### config.mk
export PLATFORM = sky130hd
export DESIGN_NAME = cpu_run_ctrl
export DESIGN_NICKNAME = d
export VERILOG_FILES = /design/src/rtl/cpu_run_ctrl.sv
export SDC_FILE = /design/constraint.sdc
export NUM_CORES = 1
export LEC_CHECK = 0
export ABC_AREA = 1
export CAP_MARGIN = 20
export CORE_MARGIN = 8
export CORE_UTILIZATION = 45
export CTS_CLUSTER_DIAMETER = 120
export DETAILED_ROUTE_END_ITERATION = 6
export HOLD_SLACK_MARGIN = 0.02
export PLACE_DENSITY = 0.79
export SKIP_LAST_GASP = 1
export SLEW_MARGIN = 20
export SYNTH_ARGS = -nofsm -noshare
export SYNTH_HDL_FRONTEND = slang
export SYNTH_SLANG_ARGS = --single-unit
export TNS_END_PERCENT = 10
### constraint.sdc
create_clock -name i_clk -period 2.6 [get_ports i_clk]
set_input_delay 0.65 -clock i_clk [delete_from_list [all_inputs] [get_ports i_clk]]
set_output_delay 0.65 -clock i_clk [all_outputs]
set_load 0.05 [all_outputs]
### src/rtl/cpu_run_ctrl.sv
// ---------------------------------------------------------------------------
// cpu_run_ctrl
//
// Session sequencer that owns the CPU external memory ports and the CPU
// enable pin. One session runs as follows:
//   1. Stream a program image from the host into instruction memory.
//   2. Stream an initial image from the host into data memory.
//   3. Run the CPU until it halts or the cycle budget runs out.
//   4. Keep the CPU enabled for DRAIN_CYC more cycles so that in-flight
//      instructions retire.
//   5. Read back a data-memory window and stream it out to the host.
//
// Optional build macro: RUN_CTRL_CHECKSUM_EN
//   When defined, one extra output beat follows the dump. It carries the
//   32-bit wrapping sum of all dumped words. The sum is 0 when no words are
//   dumped.
//
// Parameters:
//   ADDR_W    : width of the external byte-address buses (word stride 4)
//   CNT_W     : width of the word counts and of the cycle budget
//   DRAIN_CYC : number of post-halt cycles the CPU stays enabled (>= 1)
//
// Ports:
//   i_clk, i_srst        : clock and synchronous active-high reset
//   i_start              : pulse that begins a session (ignored while busy)
//   i_imem_words         : number of words to load into instruction memory
//   i_dmem_words         : number of words to load into data memory
//   i_cyc_budget         : maximum number of RUN cycles (0 = unlimited)
//   i_dump_base          : byte address of the readback window
//   i_dump_words         : number of words to read back
//   i_halt               : CPU halt indication, sampled in RUN only
//   i_in_valid/i_in_data : host load stream
//   o_in_ready           : load-stream ready
//   o_out_valid/o_out_data, i_out_ready : host readback stream
//   o_cpu_enable         : drives the CPU enable pin
//   o_addr_ext, o_wen_ext, o_ren_ext, o_wdata_ext : instruction-memory port
//   o_addr_ext_2, o_wen_ext_2, o_ren_ext_2, o_wdata_ext_2, i_rdata_ext_2 :
//       data-memory port; read data is valid 1 cycle after o_ren_ext_2
//   o_busy               : high in every state except IDLE and DONE
//   o_done               : high in DONE
//   o_timeout            : in DONE, high when the budget (not halt) ended RUN
// ---------------------------------------------------------------------------
module cpu_run_ctrl #(
    parameter int ADDR_W    = 32,
    parameter int CNT_W     = 16,
    parameter int DRAIN_CYC = 4
) (
    input  logic              i_clk,
    input  logic              i_srst,
    input  logic              i_start,
    input  logic [CNT_W-1:0]  i_imem_words,
    input  logic [CNT_W-1:0]  i_dmem_words,
    input  logic [CNT_W-1:0]  i_cyc_budget,
    input  logic [ADDR_W-1:0] i_dump_base,
    input  logic [CNT_W-1:0]  i_dump_words,
    input  logic              i_halt,
    input  logic              i_in_valid,
    input  logic [31:0]       i_in_data,
    output logic              o_in_ready,
    output logic              o_out_valid,
    output logic [31:0]       o_out_data,
    input  logic              i_out_ready,
    output logic              o_cpu_enable,
    output logic [ADDR_W-1:0] o_addr_ext,
    output logic              o_wen_ext,
    output logic              o_ren_ext,
    output logic [31:0]       o_wdata_ext,
    output logic [ADDR_W-1:0] o_addr_ext_2,
    output logic              o_wen_ext_2,
    output logic              o_ren_ext_2,
    output logic [31:0]       o_wdata_ext_2,
    input  logic [31:0]       i_rdata_ext_2,
    output logic              o_busy,
    output logic              o_done,
    output logic              o_timeout
);

    localparam int DRW = (DRAIN_CYC > 1) ? $clog2(DRAIN_CYC) : 1;

    typedef enum logic [3:0] {
        S_IDLE,
        S_LOAD_I,
        S_LOAD_D,
        S_RUN,
        S_DRAIN,
        S_DUMP_RD,
        S_DUMP_WAIT,
        S_DUMP_OUT,
        S_SUM_OUT,
        S_DONE
    } state_t;

    state_t              r_state;

    // Session parameters, latched on start.
    logic [CNT_W-1:0]    r_imem_words;
    logic [CNT_W-1:0]    r_dmem_words;
    logic [CNT_W-1:0]    r_budget;
    logic [ADDR_W-1:0]   r_dump_base;
    logic [CNT_W-1:0]    r_dump_words;

    // Progress counters.
    logic [CNT_W-1:0]    r_k;        // load word index
    logic [CNT_W-1:0]    r_j;        // dump word index
    logic [CNT_W-1:0]    r_cyc;      // RUN cycles completed
    logic [DRW-1:0]      r_drain;    // DRAIN cycles completed

    // Registered outputs.
    logic [ADDR_W-1:0]   r_addr_i;
    logic [ADDR_W-1:0]   r_addr_d;   // shared by data load and dump readback
    logic                r_in_ready;
    logic                r_cpu_enable;
    logic                r_ren_d;
    logic                r_out_valid;
    logic [31:0]         r_out_data;
    logic                r_busy;
    logic                r_done;
    logic                r_timeout;

`ifdef RUN_CTRL_CHECKSUM_EN
    logic [31:0]         r_sum;
`endif

    // The write strobes have to fire in the handshake cycle itself, so they
    // are decoded from the state register and the host valid.
    logic                w_hs_i;
    logic                w_hs_d;

    assign w_hs_i = (r_state == S_LOAD_I) && i_in_valid;
    assign w_hs_d = (r_state == S_LOAD_D) && i_in_valid;

    assign o_in_ready    = r_in_ready;
    assign o_cpu_enable  = r_cpu_enable;
    assign o_addr_ext    = r_addr_i;
    assign o_wen_ext     = w_hs_i;
    assign o_ren_ext     = 1'b0;
    assign o_wdata_ext   = w_hs_i ? i_in_data : 32'd0;
    assign o_addr_ext_2  = r_addr_d;
    assign o_wen_ext_2   = w_hs_d;
    assign o_ren_ext_2   = r_ren_d;
    assign o_wdata_ext_2 = w_hs_d ? i_in_data : 32'd0;
    assign o_out_valid   = r_out_valid;
    assign o_out_data    = r_out_data;
    assign o_busy        = r_busy;
    assign o_done        = r_done;
    assign o_timeout     = r_timeout;

    always_ff @(posedge i_clk) begin
        if (i_srst) begin
            r_state      <= S_IDLE;
            r_imem_words <= '0;
            r_dmem_words <= '0;
            r_budget     <= '0;
            r_dump_base  <= '0;
            r_dump_words <= '0;
            r_k          <= '0;
            r_j          <= '0;
            r_cyc        <= '0;
            r_drain      <= '0;
            r_addr_i     <= '0;
            r_addr_d     <= '0;
            r_in_ready   <= 1'b0;
            r_cpu_enable <= 1'b0;
            r_ren_d      <= 1'b0;
            r_out_valid  <= 1'b0;
            r_out_data   <= 32'd0;
            r_busy       <= 1'b0;
            r_done       <= 1'b0;
            r_timeout    <= 1'b0;
`ifdef RUN_CTRL_CHECKSUM_EN
            r_sum        <= 32'd0;
`endif
        end else begin
            case (r_state)
                S_IDLE, S_DONE: begin
                    if (i_start) begin
                        r_imem_words <= i_imem_words;
                        r_dmem_words <= i_dmem_words;
                        r_budget     <= i_cyc_budget;
                        r_dump_base  <= i_dump_base;
                        r_dump_words <= i_dump_words;
                        r_k          <= '0;
                        r_j          <= '0;
                        r_cyc        <= '0;
                        r_drain      <= '0;
                        r_addr_i     <= '0;
                        r_addr_d     <= '0;
                        r_busy       <= 1'b1;
                        r_done       <= 1'b0;
                        r_timeout    <= 1'b0;
`ifdef RUN_CTRL_CHECKSUM_EN
                        r_sum        <= 32'd0;
`endif
                        if (i_imem_words != '0) begin
                            r_state    <= S_LOAD_I;
                            r_in_ready <= 1'b1;
                        end else if (i_dmem_words != '0) begin
                            r_state    <= S_LOAD_D;
                            r_in_ready <= 1'b1;
                        end else begin
                            r_state      <= S_RUN;
                            r_cpu_enable <= 1'b1;
                        end
                    end
                end

                S_LOAD_I: begin
                    if (w_hs_i) begin
                        r_addr_i <= r_addr_i + ADDR_W'(4);
                        r_k      <= r_k + CNT_W'(1);
                        // Compare against count-1 so that a full-range count
                        // completes without the index wrapping.
                        if (r_k == r_imem_words - CNT_W'(1)) begin
                            r_k <= '0;
                            if (r_dmem_words != '0) begin
                                r_state <= S_LOAD_D;
                            end else begin
                                r_state      <= S_RUN;
                                r_in_ready   <= 1'b0;
                                r_cpu_enable <= 1'b1;
                            end
                        end
                    end
                end

                S_LOAD_D: begin
                    if (w_hs_d) begin
                        r_addr_d <= r_addr_d + ADDR_W'(4);
                        r_k      <= r_k + CNT_W'(1);
                        if (r_k == r_dmem_words - CNT_W'(1)) begin
                            r_k          <= '0;
                            r_state      <= S_RUN;
                            r_in_ready   <= 1'b0;
                            r_cpu_enable <= 1'b1;
                        end
                    end
                end

                S_RUN: begin
                    r_cyc <= r_cyc + CNT_W'(1);
                    // Halt is checked first so that it wins a tie with the
                    // budget and leaves timeout clear.
                    if (i_halt) begin
                        r_state <= S_DRAIN;
                    end else if ((r_budget != '0) &&
                                 (r_cyc == r_budget - CNT_W'(1))) begin
                        r_state   <= S_DRAIN;
                        r_timeout <= 1'b1;
                    end
                end

                S_DRAIN: begin
                    if (r_drain == DRW'(DRAIN_CYC - 1)) begin
                        r_cpu_enable <= 1'b0;
                        r_addr_d     <= r_dump_base;
                        if (r_dump_words != '0) begin
                            r_state <= S_DUMP_RD;
                            r_ren_d <= 1'b1;
                        end else begin
`ifdef RUN_CTRL_CHECKSUM_EN
                            // Empty window: the checksum beat carries 0.
                            r_state     <= S_SUM_OUT;
                            r_out_data  <= 32'd0;
                            r_out_valid <= 1'b1;
`else
                            r_state <= S_DONE;
                            r_busy  <= 1'b0;
                            r_done  <= 1'b1;
`endif
                        end
                    end else begin
                        r_drain <= r_drain + DRW'(1);
                    end
                end

                S_DUMP_RD: begin
                    r_ren_d <= 1'b0;
                    r_state <= S_DUMP_WAIT;
                end

                S_DUMP_WAIT: begin
                    r_out_data  <= i_rdata_ext_2;
                    r_out_valid <= 1'b1;
                    r_state     <= S_DUMP_OUT;
                end

                S_DUMP_OUT: begin
                    if (i_out_ready) begin
                        r_out_valid <= 1'b0;
                        r_j         <= r_j + CNT_W'(1);
                        r_addr_d    <= r_addr_d + ADDR_W'(4);
`ifdef RUN_CTRL_CHECKSUM_EN
                        r_sum       <= r_sum + r_out_data;
`endif
                        if (r_j == r_dump_words - CNT_W'(1)) begin
`ifdef RUN_CTRL_CHECKSUM_EN
                            r_state     <= S_SUM_OUT;
                            r_out_data  <= r_sum + r_out_data;
                            r_out_valid <= 1'b1;
`else
                            r_state <= S_DONE;
                            r_busy  <= 1'b0;
                            r_done  <= 1'b1;
`endif
                        end else begin
                            r_state <= S_DUMP_RD;
                            r_ren_d <= 1'b1;
                        end
                    end
                end

`ifdef RUN_CTRL_CHECKSUM_EN
                S_SUM_OUT: begin
                    if (i_out_ready) begin
                        r_out_valid <= 1'b0;
                        r_state     <= S_DONE;
                        r_busy      <= 1'b0;
                        r_done      <= 1'b1;
                    end
                end
`endif

                default: begin
                    r_state      <= S_IDLE;
                    r_in_ready   <= 1'b0;
                    r_cpu_enable <= 1'b0;
                    r_ren_d      <= 1'b0;
                    r_out_valid  <= 1'b0;
                    r_busy       <= 1'b0;
                    r_done       <= 1'b0;
                end
            endcase
        end
    end

endmodule
# Word level (Yosys, flattened, before mapping)
# Cells that the tools add are included.
# W data, S select, Z words.
dict set report word_totals {
  out_inout_bits 170
  input_bits 166
  reg_bits 253
  wordCells 179
}
dict set report op_classes {
  n_reduce_logical 35
  bitwise 5
  n_eq_ne 32
  muxes 77
  add_sub_neg 10
}
# op n
set ops {}
lappend ops {{$mux W32} 7}
lappend ops {{$pmux W32 S4} 1}
lappend ops {{$mux W16} 6}
lappend ops {{$reduce_bool A16 Y1} 5}
lappend ops {{$add A32 B3 Y32 const B} 2}
lappend ops {{$eq A16 B16 Y1} 4}
lappend ops {{$pmux W16 S2} 2}
lappend ops {{$pmux W32 S2} 1}
lappend ops {{$sub A16 B1 Y16 const B} 4}
lappend ops {{$add A16 B1 Y16 const B} 3}
lappend ops {{$pmux W16 S3} 1}
lappend ops {{$mux W4} 11}
lappend ops {{$mux W1} 36}
lappend ops {{$pmux W4 S8} 1}
lappend ops {{$ne A2 B2 Y1 const B} 15}
lappend ops {{$eq A4 B3 Y1 const B} 4}
lappend ops {{$reduce_and A8 Y1} 2}
lappend ops {{$pmux W1 S4} 3}
lappend ops {{$reduce_and A10 Y1} 1}
lappend ops {{$reduce_and A5 Y1} 2}
lappend ops {{$reduce_or A5 Y1} 2}
lappend ops {{$reduce_and A3 Y1} 3}
lappend ops {{$eq A4 B2 Y1 const B} 2}
lappend ops {{$reduce_and A4 Y1} 2}
lappend ops {{23 further kinds} 39}

# Logic depth before layout (Yosys ltp)
# Gate-level depths: netlist of the first run.
dict set report logic_depth {
  depth_word 6
  ltp_mapped 19
  mapped_depth_nobuf 19
}

# Least setup slack after synthesis of the first run
# No wires, ideal clock.
dict set report synth_path {
  path_type {reg-to-output}
  from {register r_state[3]}
  to {output port o_wdata_ext[11]}
  stages_incl_launch_ff 9
  slack_ns -0.737
  n_path_buf 1
  t_required_ns 1.950
  arrival_ns 2.687
  path_cell_list {dfxtp_1 > nor2_1 > inv_2 > nor2_4 > inv_1 > nor2_1 > inv_1 > buf_1 > nor2_1}
}
dict set report synth_between {
  elab_chain_len 3
}
# element line_no
set synth_lines {}
lappend synth_lines {{from (decl)} 93} ;# state_t r_state;
lappend synth_lines {{from (signal assigned)} 150} ;# r_state <= S_IDLE;
lappend synth_lines {{from (signal assigned)} 195} ;# r_state <= S_LOAD_I;
lappend synth_lines {{from (signal assigned)} 198} ;# r_state <= S_LOAD_D;
lappend synth_lines {{$eq A4 B1 Y1} 129} ;# assign w_hs_i = (r_state == S_LOAD_I) && i_in_valid;
lappend synth_lines {{$logic_and A1 B1 Y1} 129}
lappend synth_lines {{net o_wen_ext} 65} ;# output logic o_wen_ext,
lappend synth_lines {{$mux W32} 137} ;# assign o_wdata_ext = w_hs_i ? i_in_data : 32'd0;
lappend synth_lines {{to (decl)} 67} ;# output logic [31:0] o_wdata_ext,
# The timed path passes the listed nets, and every way through them passes these cells.

# Final worst setup path of the first run
dict set report layout_path {
  from {register r_state[2]}
  to {output port o_wdata_ext[7]}
}
dict set report layout_between {
  elab_chain_len 3
}
# element line_no
set layout_lines {}
lappend layout_lines {{$eq A4 B1 Y1} 129}
lappend layout_lines {{$logic_and A1 B1 Y1} 129}
lappend layout_lines {{$mux W32} 137}
# No other way between the ends.

==> flow_summary.yaml, run 1 <==
run_status:
  status: "complete, but fails checks"
  violations: "negative setup slack"
cells_and_area:
  fill_cells: 2846
  drive_gt1_frac: 0.114
  syn2layout_area_growth_pct: 37.8
  final_net_count: 2764
grt:
  antenna_found_initial: 3
  grt-ovfl-total: 0
  met1_usage: 0.306
  grt_pass1_vias: 15400
  grt_use_met2: 0.425
  grt_pass1_wl_microns: 79800
  grt_usage: 0.250
  grt_max_degree: 80
  grtUsageMet3: 0.0598
  busiest_layer: "met2"
floorplan:
  die_area_sq_mm: 0.0382
  initial_core_util: 0.458
  pin_count: 336
  fp.coreArea_sq_mm: 0.0316
  die_x_microns: 195
  num_rows: 65
  die_h_microns: 195
timing:
  setup_violations: 52
  setup_tns_ps: -3950
  max_freq_ghz: 0.360
  period_needed_ps: 2780
  setup_ws_ps: -175
  tightestPinTransition_ps: 617
  min_period_over_period: 1.07
  rsz0062_at_grt: "true"
  hold_ws_ps: 404
  skew_ps: 10.2
  slew_viol_final: 0
  finalHoldViolations: 0
  max-slew-margin-rel: 0.587
detailed_routing:
  postRouteAntennaNets: 0
  post-route-drc-count: 0
  first_pass_iters: 5
  drt_iter0_drc: 966
  vias_per_cell: 5.29
  num_vias: 15900
  wl_per_cell_microns: 16.8
  wirelength_microns: 50800
critical_path:
  slowest_delay_ps: 350
  worstPathMaxFanout: 8
  worstPathRequired_ps: 1950
  cp_cell_sequence: "nor2_4 -> inv_2 -> nor2_4 -> clkinvlp_4 -> nor2_4 -> inv_4 -> clkbuf_16 -> nor2_2 -> buf_6"
  reg2reg_slack_ps: 150
  critPathKind: "reg2out"
  crit_top_cell: "nor2_4"
  reg2reg_to: "r_k[7]"
  crit_path_start_kind: "register"
  cpMaxStageDelayCell: "dfxtp_2"
  crit_family: "buffers and inverters"
  worstPathArrival_ps: 2130
  crit_path_end_kind: "output pin"
  rr_startpoint: "r_imem_words[0]"
  critPathBufInv: 5
  rr_worst_depth: 16
synth:
  syn_inst: 2262
  synth_area_sq_mm: 0.0145
  ys_types: 53
  ys_seq_elements: 251
  synth_seq_area_share: 0.347
  avgSynthCellArea_sq_um: 6.41
  synth_edf_count: 0
  async_flop_share: 0
  synth_warnings: 0
  ys.flop_type: "dfxtp_1"
clock_network:
  cts_tree: "yes"
  cts-root-buf: "clkbuf_16"
  path_clk_slew_ps: 60
  cts.htree.levels: 1
  ctsHoldBuffers: 0
  cts.sinks: 251
  cts.path.max_buffers: 3
  cts_buffers: 29
  clkLatencyLatePin_ps: 550
power_and_ir_drop:
  peakVddDrop_uv: 650
  powerDensity_mw_per_mm2: 926
  p_leak_nw: 8.27
hold_path:
  hold_path.class: "in2reg"
  hold_path_depth: 2
  min_delay_worst_endpoint: "o_addr_ext_2[27]"
  worst_hold_startpoint: "i_srst"
place:
  portBuffers: 332
  dp.final_hpwl_microns: 38200
  globalplace.congestion: 0.924
flow_run:
  drv_cap: 0
[cells in the mapped netlist (all sizes together) (3+ instances only)]
| cell | number | area [sq um] |
|---|---|---|
| nor4 | 20 | 131 |
| clkbuf | 64 | 240 |
| a211oi | 15 | 113 |
| nor3 | 46 | 258 |
| o31ai | 3 | 22.5 |
| xnor2 | 29 | 254 |
| ha | 11 | 138 |
| dfxtp | 251 | 5020 |
| o211ai | 6 | 45.0 |
| nand4 | 43 | 269 |
| nand3b | 26 | 195 |
| o21bai | 4 | 30.0 |
| o21a | 4 | 30.0 |
| a221oi | 12 | 130 |
| nand3 | 98 | 505 |
| inv | 247 | 927 |
| xor2 | 54 | 473 |
| nand2 | 422 | 1610 |
| buf | 26 | 156 |
| nor2 | 514 | 1990 |
| a21oi | 139 | 711 |
| clkinv | 3 | 11.3 |
| a32oi | 4 | 35.0 |
| a31oi | 6 | 37.5 |
| o21ai | 195 | 995 |
| or2 | 5 | 31.3 |
[layout by cell type, fill, tap and decap left out, types with 7 or more instances in the layout]
| cell type | Yosys | final |
|---|---|---|
| nand3b_1 | 26 | 26 |
| ha_1 | 11 | 11 |
| xnor2_1 | 29 | 29 |
| o21ai_0 | 189 | 189 |
| nand2_2 | 11 | 10 |
| a211oi_1 | 15 | 15 |
| clkbuf_1 | 64 | 7 |
| xor2_1 | 54 | 54 |
| buf_12 | 0 | 27 |
| clkbuf_16 | 0 | 31 |
| nor2_1 | 500 | 434 |
| nand4_1 | 43 | 43 |
| a21oi_1 | 137 | 137 |
| inv_1 | 236 | 230 |
| nand2_1 | 411 | 411 |
| buf_4 | 5 | 55 |
| buf_6 | 3 | 27 |
| nor2_4 | 6 | 35 |
| nand3_1 | 95 | 95 |
| clkdlybuf4s50_1 | 0 | 265 |
| nor4_1 | 19 | 19 |
| dfxtp_1 | 251 | 247 |
| inv_2 | 11 | 13 |
| clkinv_2 | 0 | 7 |
| a221oi_1 | 8 | 8 |
| nor2_2 | 8 | 45 |
| nor3_1 | 43 | 43 |
[sequential cells by signal (all words and copies together) (netlist names), 30 cells and up]
name / count
o_addr_ext: 30
r_dump_base: 32
o_addr_ext_2: 32
o_out_data: 32
[layer usage]
metal / part of all wire / up-vias
li1: - / 7984
met1: 0.42 / 7377
met2: 0.47 / 483
met3: 0.071 / 102
met4: 0.033 / 2
met5: 0.00018 / -
[final cells by class]
cell class / count / area, sq um / area share
clock inverters: 12 / 141 / 0.00708
flip-flops and latches: 251 / 5030 / 0.252
repair buffers: 382 / 4070 / 0.204
clock buffers: 41 / 821 / 0.0411
multi-input cells: 1673 / 8450 / 0.423
diodes: 3 / 7.51 / 0.000376
well taps: 402 / 503 / 0.0252
inverters: 250 / 950 / 0.0476
[worst max path at each step]
stage | from | to | slack, ps | depth (start not counted)
after global routing | r_state[2] | o_wdata_ext[7] | -240 | 9
after detailed placement | i_in_valid | o_wdata_ext[11] | 10 | 7
after CTS | r_state[2] | o_wdata_ext[10] | -100 | 9
after global placement | i_in_valid | o_wdata_ext[31] | 30 | 7
after floorplan | r_state[3] | o_wdata_ext[10] | -120 | 8
final | r_state[2] | o_wdata_ext[7] | -180 | 9
[repair_timing]
item | in CTS | in global routing
buffers inserted | 4 | 1
setup endpoints to repair | 64 | 87
gates resized for setup | 42 | 10
pin swaps | 2 | 1
gates cloned | 2 | 2
[report_power, final]
part           internal [W]  total, W  switching (W)
registers           0.00455   0.00524       0.000686
clock network       0.00248   0.00412        0.00164
logic               0.00321   0.00914        0.00593
total                0.0102    0.0185        0.00825
[logic make-up after synthesis]
| family | share of synthesized area |
|---|---|
| xor gates and xnor gates | 0.0502 |
| AOI/OAI and AO/OA | 0.154 |
| buffers and inverters | 0.0921 |
| other | 0.000259 |
| DFF | 0.347 |
| adders and majority gates | 0.00950 |
| and+or+nand+nor | 0.347 |
[per-stage QoR]
| step | power (W) | setup slack (ps) | area [sq um] | std cells | util |
|---|---|---|---|---|---|
| 2_1_floorplan | 0.0115 | -118 | 14800 | 2264 | - |
| 4_1_cts | 0.0185 | -96.1 | 19900 | 3008 | 0.628 |
| 5_1_grt | 0.0198 | -239 | 20000 | 3013 | 0.631 |
| 3_5_place_dp | 0.0141 | 12.9 | 18700 | 2949 | 0.590 |
| 3_3_place_gp | 0.0140 | 34.9 | 18700 | 2949 | 0.590 |
| 6_report | 0.0185 | -175 | 20000 | 3014 | 0.631 |
Note: power is estimated with default switching activity, not from simulation.
==> run 2, diff against run 1 <==
Settings changed: ABC_CLOCK_PERIOD_IN_PS set to 2600.
==> results of run 2 <==
Final layout, timing and power as in run 1 (identical DEF).
==> run 3, diff against run 2 <==
Settings changed: CORE_UTILIZATION 45 to 35, PLACE_DENSITY 0.79 to 0.65.
==> flow_summary.yaml, run 3 (same netlist as run 1, synthesis figures left out) <==
run_status:
  status: "complete, but fails checks"
  violations: "negative setup slack"
cells_and_area:
  syn2layout_area_growth_pct: 42.1
  fill_cells: 4011
  final_net_count: 2775
  final_cell_mix: "nor2_1 (425), nand2_1 (410), clkdlybuf4s50_1 (264)"
  diodes: 0
  layout_commonest_cell: "nor2_1"
  drive_gt1_frac: 0.124
  design_area_sq_mm: 0.0206
detailed_routing:
  drt_iter0_drc: 872
  num_vias: 15800
  first_pass_iters: 5
  wirelength_microns: 51700
  vias_per_cell: 5.00
  wl_per_cell_microns: 16.4
  post-route-drc-count: 0
  postRouteAntennaNets: 0
timing:
  skew_ps: 9.75
  tightestPinTransition_ps: 702
  setup_ws_ps: -30.5
  period_needed_ps: 2630
  min_period_over_period: 1.01
  finalHoldViolations: 0
  setup_violations: 46
  hold_ws_ps: 455
  slew_viol_final: 0
  max-slew-margin-rel: 0.532
  rsz0062_at_grt: "true"
  max_freq_ghz: 0.380
grt:
  grt_usage: 0.206
  grt-ovfl-total: 0
  grt_pass1_wl_microns: 82100
  grt_pass1_vias: 15500
  antenna_found_initial: 0
  grt_max_degree: 82
clock_network:
  cts.path.max_buffers: 3
  cts.htree.levels: 1
  cts_tree: "yes"
  cts-root-buf: "clkbuf_16"
  path_clk_slew_ps: 60
  cts_buffers: 31
  cts.sinks: 251
  clkLatencyLatePin_ps: 580
floorplan:
  die_area_sq_mm: 0.0482
  num_rows: 74
  pin_count: 336
  die_h_microns: 219
  fp.coreArea_sq_mm: 0.0408
  die_x_microns: 219
  initial_core_util: 0.355
hold_path:
  hold_path.class: "reg2reg"
power_and_ir_drop:
  powerDensity_mw_per_mm2: 926
  p_leak_nw: 8.39
  peakVddDrop_uv: 531
critical_path:
  crit_family: "buffers and inverters"
  slowest_delay_ps: 350
  critPathBufInv: 5
  crit_top_cell: "nor2_4"
  worstPathMaxFanout: 11
  worstPathRequired_ps: 1950
  cpMaxStageDelayCell: "dfxtp_2"
  crit_path_end_kind: "output pin"
  cp_cell_sequence: "nor2_4 -> inv_2 -> nor2_4 -> inv_4 -> nor2_4 -> inv_4 -> buf_12 -> nor2_4 -> buf_8"
  worstPathArrival_ps: 1980
  critPathKind: "reg2out"
  crit_path_start_kind: "register"
place:
  portBuffers: 332
  dp.final_hpwl_microns: 39200
  globalplace.congestion: 0.941
  postPlaceCellArea_sq_mm: 0.0191
flow_run:
  drv_cap: 0
run 3: cell count changes in the layout (fill, tap and decap cells not counted), sizes merged:
cell           change
clkinvlp           +2
bufinv             +1
buf               +11
clkbuf             -1
clkdlybuf4s50      -1
clkinv             -2
inv                +2
diode              -3
run 3: path summary, 6_finish.rpt:
kind,from,to,slack (ps),cells past startpoint
min,r_dump_base[29],r_dump_base[29],460,2
max reg2reg,o_addr_ext_2[2],o_addr_ext_2[22],260,10
max,r_state[2],o_wdata_ext_2[10],-30,9
min reg2reg,r_dump_base[29],r_dump_base[29],460,2
run 3: per-stage QoR:
stage	setup TNS [ps]	instances	worst slack (ps)	total power (W)	utilization
floorplan	-3500	2264	-118	0.0115	-
global placement	0	3091	20.3	0.0142	0.469
detailed placement	0	3091	19.2	0.0144	0.469
CTS	-1090	3151	-34.0	0.0191	0.502
global route	-6650	3153	-122	0.0206	0.504
finish	-548	3153	-30.5	0.0191	0.504
run 3: repair_timing:
action,4_1_cts,5_1_grt
hold buffers,0,0
cloned,2,1
setup buffers,2,1
resized for setup,61,16
pin swaps,2,2
setup endpoints to repair,70,101
run 3: cell type report:
class                           count  area (sq um)  area share
Multi-Input combinational cell   1673          8590       0.417
Sequential cell                   251          5030       0.244
Timing Repair Buffer              391          4300       0.209
Inverter                          250           951      0.0462
Clock buffer                       41           873      0.0424
Tap cell                          532           666      0.0323
Clock inverter                     15           189     0.00917
run 3: where the power goes:
group          internal (W)  leakage (nW)  switching [W]  total, W
registers           0.00455          2.05       0.000687   0.00524
clock network       0.00274         0.515        0.00175   0.00449
logic               0.00334          5.83        0.00599   0.00934
total                0.0106          8.39        0.00843    0.0191
run 3: per-layer routing:
layer,track usage,vias up,part of all wire
met5,0,-,0
met1,0.250,7252,0.42
met4,0.0489,0,0.022
met3,0.0542,77,0.068
met2,0.360,430,0.49
li1,-,7998,-
run 3: tightest hold or removal path, cell delays in order (launching register included):
cell	delay, ps
dfxtp_1	290
inv_1	60
a21oi_1	50
